[src/rtl/capture_ctrl.sv]
// Capture run controller: waits for a trigger edge after arm, then gates source
// samples into a FIFO until the programmed length is written, counting drops.
module capture_ctrl #(
  parameter int CNT_WIDTH = 16
) (
  input  logic                 clk100M_i,
  input  logic                 clk100M_resetn_i,
  input  logic                 arm_i,
  input  logic                 abort_i,
  input  logic                 trigger_i,
  input  logic [CNT_WIDTH-1:0] capture_len_i,
  input  logic                 sample_valid_i,
  input  logic                 fifoFull_i,
  output logic                 capture_en_o,
  output logic                 busy_o,
  output logic                 done_o,
  output logic                 overflow_o,
  output logic [CNT_WIDTH-1:0] sample_cnt_o,
  output logic [CNT_WIDTH-1:0] drop_cnt_o,
  output logic [1:0]           state_o
);

  typedef enum logic [1:0] {
    IDLE    = 2'd0,
    ARMED   = 2'd1,
    CAPTURE = 2'd2,
    DONE    = 2'd3
  } stateT;

  localparam logic [CNT_WIDTH-1:0] CNT_ONE = CNT_WIDTH'(1);

  stateT                state;
  logic [CNT_WIDTH-1:0] lenLatch;
  logic [CNT_WIDTH-1:0] sampleCnt;
  logic [CNT_WIDTH-1:0] dropCnt;
  logic [CNT_WIDTH-1:0] sampleCntNext;
  logic                 overflow;
  logic                 trigDly;
  logic                 trigEdge;
  logic                 dropNow;
  logic                 lastWrite;

  // Abort wins over a pending write or drop in the cycle it arrives.
  assign trigEdge      = trigger_i & ~trigDly;
  assign capture_en_o  = (state == CAPTURE) & sample_valid_i & ~fifoFull_i & ~abort_i;
  assign dropNow       = (state == CAPTURE) & sample_valid_i & fifoFull_i & ~abort_i;
  assign sampleCntNext = sampleCnt + CNT_ONE;
  assign lastWrite     = capture_en_o & (sampleCntNext == lenLatch);

  assign busy_o       = (state != IDLE);
  assign done_o       = (state == DONE);
  assign state_o      = state;
  assign overflow_o   = overflow;
  assign sample_cnt_o = sampleCnt;
  assign drop_cnt_o   = dropCnt;

  always_ff @(posedge clk100M_i or negedge clk100M_resetn_i) begin
    if (!clk100M_resetn_i) begin
      state     <= IDLE;
      lenLatch  <= '0;
      sampleCnt <= '0;
      dropCnt   <= '0;
      overflow  <= 1'b0;
      trigDly   <= 1'b0;
    end else begin
      trigDly <= trigger_i;
      case (state)
        IDLE: begin
          if (arm_i && !abort_i) begin
            sampleCnt <= '0;
            dropCnt   <= '0;
            overflow  <= 1'b0;
            if (capture_len_i != '0) begin
              lenLatch <= capture_len_i;
              state    <= ARMED;
            end else begin
              state <= DONE;
            end
          end
        end
        ARMED: begin
          if (abort_i) begin
            state <= IDLE;
          end else if (trigEdge) begin
            state <= CAPTURE;
          end
        end
        CAPTURE: begin
          if (abort_i) begin
            state <= IDLE;
          end else begin
            if (capture_en_o) begin
              sampleCnt <= sampleCntNext;
            end
            if (lastWrite) begin
              state <= DONE;
            end
            // Drop counter saturates so a long stall never wraps back to a small value.
            if (dropNow) begin
              overflow <= 1'b1;
              if (dropCnt != '1) begin
                dropCnt <= dropCnt + CNT_ONE;
              end
            end
          end
        end
        DONE: begin
          state <= IDLE;
        end
        default: begin
          state <= IDLE;
        end
      endcase
    end
  end

endmodule

[config.mk]
export PLATFORM = sky130hd
export DESIGN_NAME = capture_ctrl
export DESIGN_NICKNAME = d
export VERILOG_FILES = /design/src/rtl/capture_ctrl.sv
export SDC_FILE = /design/constraint.sdc
export NUM_CORES = 1
export LEC_CHECK = 0
export ABC_AREA = 1
export BUFFER_PORTS_ARGS = -buffer_cell sky130_fd_sc_hd__buf_2
export CAP_MARGIN = 40
export CORE_MARGIN = 2
export CORE_UTILIZATION = 55
export CTS_BUF_LIST = sky130_fd_sc_hd__clkbuf_2 sky130_fd_sc_hd__clkbuf_4 sky130_fd_sc_hd__clkbuf_8
export CTS_CLUSTER_SIZE = 28
export DETAILED_ROUTE_END_ITERATION = 10
export GPL_ROUTABILITY_DRIVEN = 0
export GPL_TIMING_DRIVEN = 0
export PLACE_DENSITY = 0.86
export SLEW_MARGIN = 20
export SYNTH_ARGS = -nofsm -noshare
export SYNTH_HDL_FRONTEND = slang
export SYNTH_SLANG_ARGS = --single-unit
[constraint.sdc]
create_clock -name clk100M_i -period 2.2 [get_ports clk100M_i]
set_input_delay 0.11 -clock clk100M_i [delete_from_list [all_inputs] [get_ports clk100M_i]]
set_output_delay 0.11 -clock clk100M_i [all_outputs]
set_load 0.02 [all_outputs]
==> results of run 1 <==
## registers in the layout, summed over array words and instances (netlist names)
register / count
state_o: 2
lenLatch: 16
drop_cnt_o: 16
sample_cnt_o: 16
overflow_o: 1
trigDly: 1
## logic make-up (layout without fill, tap and decap cells)
logic type,count (synthesis),after routing,synth area share (%)
AOI/OAI and AO/OA,44,44,8.115
xor gates and xnor gates,17,17,5.582
adders and majority gates,2,2,0.7916
buffers and inverters,61,133,7.720
DFF,52,52,41.17
muxes,9,9,3.206
and+or+nand+nor,221,221,33.41
## Yosys cell counts
cell and number:
nor3b_1 1, a21oi_1 8, inv_2 2, nor3_1 6, buf_2 3, o22ai_1 9
nand2_1 106, xnor3_1 2, nor2_1 34, xor2_1 12, nand2_4 1, nor2_8 1
ha_1 2, nor4_4 1, clkinv_1 2, nor2_2 2, nor4_1 8, nor2_4 5
nand3b_1 3, mux2_1 4, nor3_2 1, o21ai_0 17, buf_6 1, mux2_2 5
dfrtp_1 52, nand3_1 35, buf_4 1, nand4_1 12, inv_1 52, o31ai_1 10
nand3_2 2, xnor2_1 3, nand2_2 3
## through the flow
stage	instances	instance area, µm²	setup WS [ns]
after floorplan	406	3161	0.3792
after global placement	538	3551	0.2597
after detailed placement	538	3553	0.2185
after CTS	548	3685	0.1979
after global routing	550	3704	-0.002854
final	550	3704	0.1978
## power by group through the flow
| stage | Sequential, mW | Combinational [mW] | Clock, mW |
|---|---|---|---|
| after floorplan | 1.49 | 0.730 | 0 |
| after global placement | 1.43 | 1.11 | 0 |
| after detailed placement | 1.44 | 1.15 | 0 |
| after CTS | 1.42 | 1.16 | 0.675 |
| after global routing | 1.44 | 1.32 | 0.707 |
| final | 1.41 | 1.19 | 0.668 |
## metal layers
metal,up-vias,wire (µm)
li1,1483,-
met1,1458,3432
met2,131,3530
met3,18,486
met4,0,136
met5,-,0
## worst max-delay path by stage
| stage | startpoint | endpoint | slack, ns | cells past startpoint |
|---|---|---|---|---|
| after global placement | drop_cnt_o[0] | drop_cnt_o[4] | 0.26 | 10 |
| after CTS | sample_cnt_o[0] | state_o[1] | 0.20 | 12 |
| final | drop_cnt_o[0] | drop_cnt_o[10] | 0.20 | 10 |
| after floorplan | sample_cnt_o[0] | state_o[1] | 0.38 | 14 |
| after global routing | sample_cnt_o[1] | state_o[1] | -0.003 | 14 |
| after detailed placement | sample_cnt_o[0] | state_o[1] | 0.22 | 12 |
## worst reg2reg max path: stages (launching register included)
cell and delay [ns]:
dfrtp_1 0.45, ha_1 0.20, inv_1 0.10, nor4_4 0.30, nand4_1 0.21, nand2_1 0.12, nand2_1 0.09, nand2_4 0.12
buf_4 0.19, nand2_1 0.07, o31ai_1 0.07
## area by class of cell
cell class	count	share of cell area, %
sequential	52	35.17
tap	72	2.432
clock inverter	3	1.149
timing repair buffer	64	9.122
inverter	56	5.676
multi-input combinational	293	43.68
buffer	5	0.9122
clock buffer	5	1.858
## timing repair
| action | CTS | global route |
|---|---|---|
| hold buffers | 2 | 0 |
| endpoints found under the hold margin | 53 | 0 |
| setup buffers | 0 | 2 |
| gates resized for setup | 0 | 2 |
| endpoints found under the setup margin | 0 | 2 |
## placed cells by master, fill, tap and decap left out, drive strengths merged
cell type and instances:
a21oi 8, buf 67, bufinv 1, clkbuf 5, clkinv 3, clkinvlp 1
dfrtp 52, dlygate4sd3 2, ha 2, inv 54, mux2 9, nand2 110
nand3 37, nand3b 3, nand4 12, nor2 42, nor3 7, nor3b 1
nor4 9, o21ai 17, o22ai 9, o31ai 10, xnor2 3, xnor3 2
xor2 12
==> metrics.md, run 1 <==
| Metric | Value |
|---|---|
| Status | `finished, final reports clean` |
| CP required | `2.41 ns` |
| TritonCTS clock tree | `yes` |
| Clock buffer count from CTS | `5` |
| Gr busiest metal | `met2` |
| Element type at the critical path start | `register` |
| DRT Pass-1 Iters | `5` |
| Reg2Reg Setup Slack | `0.20 ns` |
| Crit end category | `register` |
| Via count | `3090` |
| WS Path Type | `reg2reg` |
| Netlist cell types | `33` |
| CP max stage delay | `0.45 ns` |
| Clock Skew | `0.01121 ns` |
| Post-Route Utilization | `66.85%` |
| Antenna diodes | `0` |
| Avg Cell Area, Syn | `7.785 µm²` |
| CTS Buffer Depth | `2` |
| Leak | `1.846 nW` |
| Seq pwr share | `43.1%` |
| Crit-path leading delay family | `simple AND/OR/NAND/NOR gates` |
| Net Count, Synth | `431` |
| GRT Overall Usage | `24.84%` |
| Met2 GRT Util | `39.24%` |
| Max-Cap Viols | `0` |
| Yosys top cell area share | `41.17%` |
| Initial cell density of the core | `57.05%` |
| Share of post-route cells with drive strength above 1 | `20.92%` |
| Synth top area cells | `dfrtp_1 41%, nand2_1 13%, inv_1 6.2%` |
| Buf/Inv on CP | `2` |
| Layout area overhead | `17.18%` |
| Post-synth top area cell | `dfrtp_1` |
| Slew headroom | `56.22%` |
| Hold Slack | `0.03758 ns` |
| Hold Startpoint | `capture_len_i[13]` |
| Met1 Use GR | `34.78%` |
| Synthesized instance count | `406` |
| Tot Pwr | `3.272 mW` |
| Die area | `0.006369 mm²` |
| Worst min path class | `in2reg` |
| Setup TNS | `0 ns` |
| Synthesis Warnings | `0` |
| Cell Int Power | `2.005 mW` |
| Final WL | `7586 µm` |
| Sw Share | `38.71%` |
| Worst hold stages | `2` |
| Routed WL per cell | `13.79 µm` |
| CP max FO | `10` |
| Largest net degree at the start of global routing | `53` |
| Die H | `79.81 µm` |
| Core area | `0.005540 mm²` |
| # fillers | `453` |
| Worst Path Arrival | `2.21 ns` |
| Seq. cell area | `0.001303 mm²` |
| Minimum clock period | `2.002 ns` |
| Endpoints failing hold | `0` |
| Worst path cell trace | `ha_1, inv_1, nor4_4, nand4_1, nand2_1, nand2_1, nand2_4, buf_4, nand2_1, o31ai_1` |
| Max frequency | `499.4 MHz` |
| Root Buffer | `clkbuf_8` |
| Psw | `1.267 mW` |
| Routed vias/inst | `5.618` |
| Reg2reg end | `drop_cnt_o[10]` |
| DR iter-0 viols | `236` |
| CP dominant cell by count | `nand2_1` |
| Worst Reg2Reg Path Length in Cells | `10` |
| Initial antenna violation count | `0` |
| #FFs+latches synth | `52` |
| Max VDD drop | `0.5266 mV` |
| Total gr overflow | `0` |
| Sequential share of the synthesized area | `41.17%` |
| IO Pins | `61` |
| Final #Nets | `502` |
| Final ANT Viol Nets | `0` |
| Rows | `27` |
| PortBufs | `60` |
| Width of the die | `79.81 µm` |
| Setup violators final | `0` |
| H-tree Lvls | `2` |
| Clock Power Share | `20.4%` |
| Hold worst-path end | `lenLatch[13]` |
| Drt drc | `0` |
| Final Max Tran Viols | `0` |
| Clock Latency Late Sink | `0.31 ns` |
| Post-DP HPWL | `5811 µm` |
| Gate power share | `36.5%` |
| CP max-delay cell | `dfrtp_1` |
| First-pass GRT wire length | `12320 µm` |
| Clk slew on worst S/H paths | `0.10 ns` |
| Fin crit share | `91.01%` |
| Vias in the first global route | `2729` |
| Clock sinks | `52` |
| Crit Reg-Reg Startpoint | `drop_cnt_o[0]` |
| Actual slew at the worst max-slew pin | `0.6567 ns` |
| M3 GR Usage | `4.525%` |
| Footprint of the multi-input gates | `0.001618 mm²` |
| Synthesized cell area | `0.003161 mm²` |
| P per Cell Area | `883.4 mW/mm²` |
(Power assumes the default switching activity.)
==> run 2, diff against run 1 <==
- CELL_PAD_IN_SITES_DETAIL_PLACEMENT: default -> 0
- CELL_PAD_IN_SITES_GLOBAL_PLACEMENT: default -> 1
- CORE_UTILIZATION: 55 -> 42
- PLACE_DENSITY: 0.86 -> 0.9
- SLEW_MARGIN: 20 -> default
==> run 2 against run 1 <==
  * Register-to-register slack better by 0.05 ns
  * Final cell count grew 5.3%
  * Global-route usage decreased by 4.6 points
  * First-iteration DRC count fell by 0.42%
  * Clock skew increased by 0.0014 ns
  * Utilization shrank 15 points
  * Die area rose by 29%
  * Flip-flop and latch count did not move
  * Critical path depth up 5
  * Total power about the same
  * Critical path type unchanged
  * Largest cell class unchanged
  * Largest power group unchanged
==> metrics.md, run 2 (synthesis gave the netlist of run 1 again) <==
| Metric | Value |
|---|---|
| Placed insts | `566` |
| CP max-delay cell | `dfrtp_1` |
| TritonCTS clock tree | `yes` |
| Minimum clock period | `1.956 ns` |
| Leading cell type in the layout, fill and taps excluded | `nand2_1` |
| Routed vias/inst | `5.180` |
| Vias in the first global route | `2867` |
| Final Worst Setup Slack | `0.2442 ns` |
| Total gr overflow | `0` |
| Die area | `0.008235 mm²` |
| First-pass GRT wire length | `13470 µm` |
| Pre-CTS setup slack | `0.1227 ns` |
| Final #Nets | `504` |
| Rows | `31` |
| Buf/Inv on CP | `0` |
| Post-DP HPWL | `6031 µm` |
| CTS Buffer Depth | `2` |
| # fillers | `728` |
| Tot Pwr | `3.274 mW` |
| Max frequency | `511.3 MHz` |
| IO Pins | `61` |
| Commonest cells after routing, fill and taps aside | `106 x nand2_1, 63 x buf_2, 52 x inv_1, 50 x dfrtp_1` |
| CP dominant cell by count | `nand2_1` |
| Clock Skew | `0.01261 ns` |
| Clk slew on worst S/H paths | `0.10 ns` |
| Worst min path class | `in2reg` |
| Via count | `2999` |
| Slew headroom | `66.18%` |
| Seq. cell area | `0.001304 mm²` |
| Worst path cell trace | `ha_2, nand2_2, nor2_4, nand3_1, nand2_1, nand2_1, nand2_1, nand2_1, nor2_1, nand2_1, nor2_1, nand2_1, nand2_1, nand2_1, nor2_1` |
| CP max FO | `7` |
| Initial antenna violation count | `0` |
| Clock Latency Late Sink | `0.31 ns` |
| Initial cell density of the core | `43.57%` |
| WS Path Type | `reg2reg` |
| Core area | `0.007253 mm²` |
| P per Cell Area | `867.5 mW/mm²` |
| Final Max Tran Viols | `0` |
| Fin crit share | `88.90%` |
| Antenna diodes | `0` |
| Width of the die | `90.75 µm` |
| Root Buffer | `clkbuf_8` |
| Clock buffer count from CTS | `5` |
| Die H | `90.75 µm` |
| Worst Path Arrival | `2.20 ns` |
| Final WL | `8005 µm` |
| Actual slew at the worst max-slew pin | `0.5034 ns` |
| Non-Filler Instances | `579` |
| Share of post-route cells with drive strength above 1 | `21.67%` |
| Leak | `1.863 nW` |
| Crit-path leading delay family | `simple AND/OR/NAND/NOR gates` |
| Max VDD drop | `0.4661 mV` |
| Footprint of the multi-input gates | `0.001628 mm²` |
| Final ANT Viol Nets | `0` |
| Element type at the critical path start | `register` |
| Crit end category | `register` |
| DR iter-0 viols | `235` |
| Largest net degree at the start of global routing | `37` |
| Status | `finished, final reports clean` |
| CP required | `2.44 ns` |
| Routed WL per cell | `13.83 µm` |
| Setup violators final | `0` |
| PortBufs | `60` |
| CP max stage delay | `0.39 ns` |
| Clock sinks | `52` |
| GRT Overall Usage | `20.20%` |
| DRT Pass-1 Iters | `4` |
| Layout area overhead | `19.40%` |
| Drt drc | `0` |
| H-tree Lvls | `2` |
| Endpoints failing hold | `0` |
| Max-Cap Viols | `0` |
[run 2: timing repair]
action / CTS / global route
gates resized for setup: 0 / 5
endpoints found under the setup margin: 0 / 3
endpoints found under the hold margin: 17 / 0
hold buffers: 2 / 0
buffers inserted: 0 / 3
[run 2: routing by layer]
metal  GRT usage, %  up-vias  share of wire, %
met2          33.89       92                48
li1               -     1492                 -
met1          26.20     1404                44
met5              0        -                 0
met3          3.756       11               5.8
met4          6.795        0               1.7
[run 2: worst paths after layout]
kind                       slack (ns)  cells after the start               from               to
min                              0.03                      2  capture_len_i[13]     lenLatch[13]
max in group asynchronous        1.39                      3   clk100M_resetn_i    drop_cnt_o[0]
min in group asynchronous        0.25                      2   clk100M_resetn_i  sample_cnt_o[2]
min reg2reg                      0.50                      2         overflow_o       overflow_o
max reg2reg                      0.24                     15    sample_cnt_o[1]       state_o[0]
max                              0.24                     15    sample_cnt_o[1]       state_o[0]
[run 2: area by class of cell]
type / count / area share (%)
tap: 99 / 3.282
clock buffer: 6 / 2.023
timing repair buffer: 66 / 9.615
sequential: 52 / 34.55
buffer: 5 / 0.8952
inverter: 56 / 5.570
multi-input combinational: 293 / 43.14
clock inverter: 2 / 0.9284
[run 2: power breakdown]
group	internal, mW	leakage (nW)	total, mW	switching, mW
clock	0.351	0.0586	0.683	0.332
sequential	1.20	0.673	1.41	0.214
combinational	0.472	1.13	1.18	0.710
[run 2: per-stage QoR]
stage               TNS (ns)  util, %  cell area, µm²  hold slack (ns)
global route        -0.01025    52.03            3774          0.02463
finish                     0    52.03            3774          0.03164
CTS                        0    51.51            3736          0.02899
global placement           0    49.42            3585           0.2374
floorplan                  0        -            3161          -0.1856
detailed placement         0    49.70            3605          0.07768
